File: src/rtl/sonar_if.sv
// sonar_if: measure/ready/result handshake between the control unit and the sonar driver
interface sonar_if;
  logic       measure;
  logic       ready;
  logic [7:0] distance;
  logic       timeout;
  modport master (output measure, input ready, distance, timeout);
  modport slave (input measure, output ready, distance, timeout);
endinterface

File: src/rtl/sonar_driver.sv
// sonar_driver: fires an HC-SR04 style ranger on request and reports the echo width in whole centimetres
module sonar_driver #(
  parameter int TRIG_CYCLES    = 500,
  parameter int CM_CYCLES      = 2900,
  parameter int RISE_TIMEOUT   = 50000,
  parameter int ECHO_TIMEOUT   = 1900000,
  parameter int HOLDOFF_CYCLES = 3000000
) (
  input  logic     clk,
  input  logic     rst,
  sonar_if.slave   bus,
  output logic     trig,
  input  logic     echo
);
  localparam int M1 = TRIG_CYCLES > RISE_TIMEOUT ? TRIG_CYCLES : RISE_TIMEOUT;
  localparam int M2 = ECHO_TIMEOUT > HOLDOFF_CYCLES ? ECHO_TIMEOUT : HOLDOFF_CYCLES;
  localparam int W = $clog2((M1 > M2 ? M1 : M2) + 1);
  localparam int PW = $clog2(CM_CYCLES + 1);
  localparam logic [W-1:0] TRIG_LAST = W'(TRIG_CYCLES - 1);
  localparam logic [W-1:0] RISE_LAST = W'(RISE_TIMEOUT - 1);
  localparam logic [W-1:0] ECHO_LAST = W'(ECHO_TIMEOUT - 1);
  localparam logic [W-1:0] HOLD_LAST = W'(HOLDOFF_CYCLES - 1);
  localparam logic [PW-1:0] PRE_LAST = PW'(CM_CYCLES - 1);
  typedef enum logic [2:0] {IDLE, TRIG, WAIT_RISE, ECHO_HIGH, DONE, HOLDOFF} state_t;
  state_t state, next;
  logic [W-1:0] cnt;
  logic [PW-1:0] pre;
  logic [7:0] cm, dist_q;
  logic tmo, tmo_n, tmo_q;
  logic echo_m, echo_s, echo_d;
  logic rise;
  assign rise = echo_s & ~echo_d;
  assign bus.ready = (state == IDLE) & ~bus.measure;
  assign bus.distance = dist_q;
  assign bus.timeout = tmo_q;
  always_comb begin
    next = state;
    tmo_n = tmo;
    case (state)
      IDLE: begin
        next = bus.measure ? TRIG : IDLE;
        tmo_n = bus.measure ? 1'b0 : tmo;
      end
      TRIG: next = (cnt == TRIG_LAST) ? WAIT_RISE : TRIG;
      WAIT_RISE: begin
        next = rise ? ECHO_HIGH : (cnt == RISE_LAST) ? DONE : WAIT_RISE;
        tmo_n = ~rise & (cnt == RISE_LAST);
      end
      ECHO_HIGH: begin
        next = (!echo_s || cnt == ECHO_LAST) ? DONE : ECHO_HIGH;
        tmo_n = echo_s & (cnt == ECHO_LAST);
      end
      DONE: next = HOLDOFF;
      HOLDOFF: next = (cnt == HOLD_LAST) ? IDLE : HOLDOFF;
      default: next = IDLE;
    endcase
  end
  // cnt restarts at 0 on every state change and idles at 0, so it never wraps inside a state
  always_ff @(posedge clk or posedge rst) begin
    if (rst) begin
      state <= IDLE;
      cnt <= '0;
      pre <= '0;
      cm <= '0;
      tmo <= 1'b0;
      trig <= 1'b0;
      dist_q <= '0;
      tmo_q <= 1'b0;
      echo_m <= 1'b0;
      echo_s <= 1'b0;
      echo_d <= 1'b0;
    end else begin
      echo_m <= echo;
      echo_s <= echo_m;
      echo_d <= echo_s;
      state <= next;
      tmo <= tmo_n;
      cnt <= (next != state || state == IDLE) ? '0 : cnt + W'(1);
      trig <= (state == TRIG);
      if (state == WAIT_RISE) begin
        pre <= '0;
        cm <= '0;
      end else if (state == ECHO_HIGH && echo_s) begin
        pre <= (pre == PRE_LAST) ? '0 : pre + PW'(1);
        if (pre == PRE_LAST && cm != 8'hFF) cm <= cm + 8'd1;
      end
      if (state == DONE) begin
        dist_q <= tmo ? 8'hFF : cm;
        tmo_q <= tmo;
      end
    end
  end
endmodule

File: src/flat_wrapper.sv
// flat-port wrapper written by rule: the top's interface ports become plain ports
module sonar_driver_flat 
#(
  parameter int TRIG_CYCLES    = 500,
  parameter int CM_CYCLES      = 2900,
  parameter int RISE_TIMEOUT   = 50000,
  parameter int ECHO_TIMEOUT   = 1900000,
  parameter int HOLDOFF_CYCLES = 3000000
)
  (clk, rst, trig, echo, bus_measure, bus_ready, bus_distance, bus_timeout);
  sonar_if bus_i ();
  input  logic clk;
  input  logic rst;
  output logic trig;
  input  logic echo;
  input wire logic [$bits(bus_i.measure)-1:0] bus_measure;
  output wire logic [$bits(bus_i.ready)-1:0] bus_ready;
  output wire logic [$bits(bus_i.distance)-1:0] bus_distance;
  output wire logic [$bits(bus_i.timeout)-1:0] bus_timeout;
  assign bus_i.measure = bus_measure;
  assign bus_ready = bus_i.ready;
  assign bus_distance = bus_i.distance;
  assign bus_timeout = bus_i.timeout;
  sonar_driver #(.TRIG_CYCLES(TRIG_CYCLES), .CM_CYCLES(CM_CYCLES), .RISE_TIMEOUT(RISE_TIMEOUT), .ECHO_TIMEOUT(ECHO_TIMEOUT), .HOLDOFF_CYCLES(HOLDOFF_CYCLES)) u_core (.clk(clk), .rst(rst), .bus(bus_i), .trig(trig), .echo(echo));
endmodule
File: config.mk
export PLATFORM = sky130hd
export DESIGN_NAME = sonar_driver_flat
export DESIGN_NICKNAME = d
export VERILOG_FILES = /design/src/rtl/sonar_if.sv /design/src/rtl/sonar_driver.sv /design/src/flat_wrapper.sv
export SDC_FILE = /design/constraint.sdc
export NUM_CORES = 1
export LEC_CHECK = 0
export BUFFER_PORTS_ARGS = -buffer_cell sky130_fd_sc_hd__clkbuf_2
export CAP_MARGIN = 20
export CORE_MARGIN = 2
export CORE_UTILIZATION = 55
export DETAILED_ROUTE_END_ITERATION = 16
export PLACE_DENSITY = 0.84
export SYNTH_ARGS = -nofsm -noshare
export SYNTH_HDL_FRONTEND = slang
export SYNTH_SLANG_ARGS = --single-unit
File: constraint.sdc
create_clock -name clk -period 3.2 [get_ports clk]
set_clock_uncertainty 0.15 [all_clocks]
set_input_delay 0.64 -clock clk [delete_from_list [all_inputs] [get_ports clk]]
set_output_delay 0.64 -clock clk [all_outputs]
set_load 0.03 [all_outputs]
==> results.txt, run 1 <==
post-synth top area cell -> dfrtp_1
first-pass GRT wire length -> 10.6 mm
number of vias per cell -> 5.81
Max-Cap Viols -> 0
CTS root buffer -> clkbuf_8
sequential area share after synthesis -> 0.482
Critical Path End Type -> flip-flop
Reg clk slew, reported paths -> 0.06 ns
post-synth net total -> 325
total number of vias -> 2383
Total Routing Usage GR -> 0.218
IO Pins -> 15
RePlAce Congestion -> 0.860
WS Path Type -> flip-flop to flip-flop
setup_tns -> 0 ns
antenna violations before repair -> 0
Tmin final -> 2.66 ns
clk_lat worst skew -> 0.33 ns
Mapped Area -> 0.00306 sq mm
Synth Area per Inst -> 9.62 sq um
nets@finish -> 344
startpoint types -> flip-flop
initial core utilization -> 0.563
Worst EP arrival -> 2.71 ns
crit share post-route -> 0.831
Unique masters post-synth -> 54
Fmax -> 0.376 GHz
cts hold-fix bufs -> 0
clock sink count -> 59
Routed WL -> 5.99 mm
Hold WC Path Type -> input pin to asynchronous set/reset pin
DR pass1 iterations -> 4
flop and latch count out of synthesis -> 59
H-tree Lvls -> 3
status -> finished, final reports clean
Crit Path Max Fanout -> 22
post-synth top area share -> 0.482
Max rail drop VDD -> 325 uV
Post-CTS Resized -> 0
num rows -> 27
ANT nets after route -> 0
Slew @ Worst Pin -> 0.758 ns
RSZ-0062 raised after global routing -> no
final hold viol count -> 0
Layout area overhead -> 9.24%
FF-to-FF path depth -> 7
Lkg Pwr -> 0.00146 uW
Finished Core Util -> 0.615
Worst slew margin -> 0.490
die span in x -> 78.6 um
vias in the first global route -> 2374
largest net degree at the start of global routing -> 26
Die Ht -> 78.6 um
Final Slew Violations -> 0
most frequent cells in the layout -> dfrtp_1 (59), nor2_1 (39), nand2_1 (23), xor2_1 (21), a21oi_1 (19)
TritonCTS Buffers -> 9
die area -> 0.00618 sq mm
WP data required -> 3.26 ns
commonest non-fill, non-tap cell in the layout -> dfrtp_1
asr flop ratio synth -> 1.00
CTS max path bufs -> 2
layout cells sized above 1 -> 0.166
Filler cells -> 450
# Post-CTS Setup Buffers -> 0
Power Dens Cells -> 382 mW/mm^2
drt drc -> 0
EDFF count, synth -> 0
Routed WL per cell -> 14.6 um
top cells by area, synth -> dfrtp_1 (48%), xor2_1 (6.0%), nor2_1 (4.8%)
Post-DP HPWL -> 4.43 mm
Setup violations, final -> 0
diode count -> 0
core area -> 0.00544 sq mm
Warnings, synthesis -> 0
I/O Buffers -> 14
Power Total -> 1280 uW
drt initial violations -> 169
Cells after Synth -> 318
CTS tree -> done
grt total ovfl -> 0
ys flop type -> dfrtp_1
[metrics by stage]
stage                     hold slack (ns)  std cells  setup WS (ns)  cell area (sq um)
after floorplan                     0.181        318          0.744               3060
after global placement              0.186        398          0.652               3210
after detailed placement            0.192        398          0.551               3210
after CTS                           0.101        410          0.541               3340
after global routing                0.123        410          0.375               3340
final                               0.106        410          0.542               3340
[worst max-delay path, cell delays in order (launching register included)]
cell,delay [ns]
dfrtp_1,0.39
ha_1,0.27
nand3_4,0.13
or3_4,0.36
o41a_1,0.46
o41ai_4,0.33
buf_4,0.33
nor2_1,0.09
[power by group]
part / internal [uW] / total, uW / switching (uW) / leakage [uW]
registers: 748 / 749 / 0.967 / 0.000788
logic: 4.31 / 20.7 / 16.4 / 0.000603
clock network: 262 / 508 / 246 / 0.0000710
total: 1010 / 1280 / 263 / 0.00146
[registers in the layout (all words and copies together) (netlist names)]
signal               cells
u_core.cnt              22
u_core.pre              12
u_core.bus.distance      8
u_core.cm                8
u_core.state             3
u_core.bus.timeout       1
u_core.echo_d            1
u_core.echo_m            1
u_core.echo_s            1
u_core.tmo               1
u_core.trig              1
[Yosys cell counts (2+ instances only)]
cell type	instances
nor3_1	5
nor2b_1	3
nand3_1	17
or2_2	3
mux2i_1	2
xnor2_1	4
nand4_1	12
nor4_1	7
nand2_1	23
nor4b_1	2
or3_1	10
nand4b_1	2
nor2_1	39
inv_1	8
clkbuf_1	6
buf_6	2
and3_1	3
and2_1	5
xor2_1	21
or4b_1	2
nand2b_1	5
or4_1	2
o21ai_0	11
nor2_2	10
ha_1	3
dfrtp_1	59
a21oi_1	19
buf_2	3
a21o_1	2
nor3b_1	3
a211oi_1	2
[path summary, 6_finish.rpt]
path	end	from	slack [ns]
max in group asynchronous	u_core.pre[8]	rst	2.16
min in group clk	u_core.echo_s	u_core.echo_m	0.20
worst min register to register	u_core.echo_s	u_core.echo_m	0.20
worst max register to register	u_core.cnt[21]	u_core.cnt[0]	0.54
worst max-delay path	u_core.cnt[21]	u_core.cnt[0]	0.54
worst min-delay path	u_core.state[2]	rst	0.11
[cell type report]
type | instances | area, sq um | area share
Clock buffer | 11 | 131 | 0.0393
Clock inverter | 1 | 5.00 | 0.00150
Inverter | 8 | 30.0 | 0.00898
Multi-Input combinational cell | 239 | 1500 | 0.447
Sequential cell | 59 | 1480 | 0.442
Tap cell | 72 | 90.1 | 0.0269
Timing Repair Buffer | 20 | 115 | 0.0344
[kinds of logic (layout without fill, tap and decap cells)]
family	count (synthesis)	after routing	share of synthesized area
AO/OA/AOI/OAI	47	47	0.104
buffers and inverters	20	40	0.0307
flip-flops	59	59	0.482
adder cells (fa/ha/maj)	3	3	0.0123
AND/OR/NAND/NOR	161	161	0.289
XOR/XNOR	25	25	0.0715
multiplexers	3	3	0.0102
[layer usage]
layer,vias up,share of wire,track usage
li1,1163,-,-
met3,6,0.047,0.0759
met4,0,0.0085,0.0789
met5,-,0,0
met2,45,0.52,0.376
met1,1169,0.43,0.249
Power figures use the tool's default switching activity.
==> inputs of run 2 (changes only) <==
==> constraint.sdc (replaced) <==
create_clock -name clk -period 2.53 [get_ports clk]
set_clock_uncertainty 0.15 [all_clocks]
set_input_delay 0.506 -clock clk [delete_from_list [all_inputs] [get_ports clk]]
set_output_delay 0.506 -clock clk [all_outputs]
set_load 0.03 [all_outputs]
==> run 2 against run 1 <==
  * Critical path depth is the same
  * Worst setup slack lost 0.48 ns
  * Sequential power grew 26%
  * Largest power group unchanged
  * Global-route usage grew 1.4 points
  * Cell count grew 5.1%
  * Largest cell class unchanged
  * Flip-flop and latch count is the same
==> results.txt, run 2 (synthesis results as in run 1) <==
num rows -> 27 (unchanged)
FF-to-FF path depth -> 7 (unchanged)
most used routing layer -> met2 (unchanged)
final hold viol count -> 0 (unchanged)
status -> finished, final reports clean (unchanged)
Largest Register -> u_core.cnt (unchanged)
Critical Path End Type -> flip-flop (unchanged)
die area -> 0.00618 sq mm (unchanged)
Max-Cap Viols -> 0 (unchanged)
most frequent cells in the layout -> dfrtp_1 (59), nor2_1 (39), nand2_1 (23), xor2_1 (21), buf_4 (21) (was dfrtp_1 (59), nor2_1 (39), nand2_1 (23), xor2_1 (21), a21oi_1 (19))
antenna violations before repair -> 0 (unchanged)
total number of vias -> 2458 (was 2383)
Layout area overhead -> 16.5% (was 9.24%)
core area -> 0.00544 sq mm (unchanged)
vias in the first global route -> 2368 (was 2374)
number of flip-flops in the largest register -> 22 (unchanged)
clock sink count -> 59 (unchanged)
Post-DP HPWL -> 4.51 mm (was 4.43 mm)
Tmin final -> 2.46 ns (was 2.66 ns)
Largest regs -> u_core.cnt x22, u_core.pre x12 (unchanged)
Worst EP arrival -> 2.55 ns (was 2.71 ns)
diode count -> 0 (unchanged)
WS Path Type -> flip-flop to flip-flop (unchanged)
Worst Setup SP -> u_core.cnt[0] (unchanged)
commonest non-fill, non-tap cell in the layout -> dfrtp_1 (unchanged)
startpoint types -> flip-flop (unchanged)
Max rail drop VDD -> 401 uV (was 325 uV)
grt total ovfl -> 0 (unchanged)
Hold WC Path Type -> input pin to asynchronous set/reset pin (unchanged)
layout cells sized above 1 -> 0.226 (was 0.166)
IO Pins -> 15 (unchanged)
Die Ht -> 78.6 um (unchanged)
WP data required -> 2.61 ns (was 3.26 ns)
Slew @ Worst Pin -> 0.579 ns (was 0.758 ns)
RePlAce Congestion -> 0.892 (was 0.860)
crit share post-route -> 0.974 (was 0.831)
Routed WL -> 6.38 mm (was 5.99 mm)
ANT nets after route -> 0 (unchanged)
Power Total -> 1750 uW (was 1280 uW)
Final Slew Violations -> 0 (unchanged)
Total Routing Usage GR -> 0.232 (was 0.218)
Crit Path Max Fanout -> 11 (was 22)
Setup violations, final -> 0 (unchanged)
CTS root buffer -> clkbuf_8 (unchanged)
WHS -> 0.0506 ns (was 0.106 ns)
I/O Buffers -> 14 (unchanged)
DR pass1 iterations -> 4 (unchanged)
first-pass GRT wire length -> 11.1 mm (was 10.6 mm)
H-tree Lvls -> 3 (unchanged)
TritonCTS Buffers -> 9 (unchanged)
drt initial violations -> 122 (was 169)
Power Dens Cells -> 492 mW/mm^2 (was 382 mW/mm^2)
largest net degree at the start of global routing -> 34 (was 26)
Fmax -> 0.406 GHz (was 0.376 GHz)
Reg clk slew, reported paths -> 0.06 ns (about the same)
CTS tree -> done (unchanged)
clk_lat worst skew -> 0.35 ns (was 0.33 ns)
Routed WL per cell -> 14.8 um (was 14.6 um)
Finished Core Util -> 0.656 (was 0.615)
initial core utilization -> 0.563 (unchanged)
Lkg Pwr -> 0.00159 uW (was 0.00146 uW)
number of vias per cell -> 5.70 (was 5.81)
M1 GR Usage -> 0.282 (was 0.249)
CTS max path bufs -> 2 (unchanged)
nets@finish -> 362 (was 344)
drt drc -> 0 (unchanged)
GRT met2 Usage -> 0.378 (was 0.376)
die span in x -> 78.6 um (unchanged)
grt met3 use -> 0.0851 (was 0.0759)
FF-to-FF Start -> u_core.cnt[0] (unchanged)
Worst slew margin -> 0.613 (was 0.490)
run 2: cell count changes in the layout (fill, tap and decap cells not counted), sizes merged:
cell	delta
clkinv	+1
buf	+18
clkbuf	+2
run 2: path summary, 6_finish.rpt:
path                                               end  slack (ns)
worst max register to register          u_core.cnt[14]        0.07
max in group asynchronous       u_core.bus.distance[6]        1.60
min in group clk                         u_core.echo_m        0.11
worst min register to register           u_core.echo_s        0.20
worst min-delay path                     u_core.cnt[0]        0.05
worst max-delay path                    u_core.cnt[14]        0.07
run 2: area by class of cell:
cell class	count	area [sq um]
fillers	431	1870
repair buffers	38	270
well taps	72	90.1
multi-input cells	239	1520
flip-flops and latches	59	1480
clock inverters	2	10.0
inverters	8	30.0
clock buffers	13	169
run 2: worst max-delay path, cell delays in order, from the launching register on:
cell     delay, ns
dfrtp_1       0.43
ha_4          0.19
nand3_4       0.07
or3_4         0.35
o41a_2        0.43
o41ai_4       0.45
buf_6         0.22
nor2_1        0.06
run 2: power by group:
group / internal (uW) / switching, uW / total (uW)
registers: 946 / 1.23 / 947
clock network: 427 / 353 / 779
logic: 6.53 / 21.1 / 27.6
run 2: metal layers:
| layer | vias up | part of all wire |
|---|---|---|
| met2 | 45 | 0.51 |
| met1 | 1201 | 0.43 |
| met4 | 0 | 0.016 |
| met5 | - | 0 |
| met3 | 10 | 0.042 |
| li1 | 1202 | - |
run 2: what timing repair did:
item | CTS | global route
buffers inserted | 0 | 2
endpoints found under the setup margin | 0 | 22
gates resized for setup | 0 | 8
hold buffers | 0 | 0
run 2: per-stage QoR:
| step | area [sq um] | std cells | worst slack (ns) | setup TNS [ns] |
|---|---|---|---|---|
| 6_report | 3570 | 431 | 0.0655 | 0 |
| 5_1_grt | 3570 | 431 | -0.00156 | -0.00156 |
| 4_1_cts | 3510 | 428 | 0.0116 | 0 |
| 3_5_place_dp | 3330 | 413 | 0.0245 | 0 |
| 3_3_place_gp | 3330 | 413 | 0.0969 | 0 |
| 2_1_floorplan | 3060 | 318 | 0.0745 | 0 |
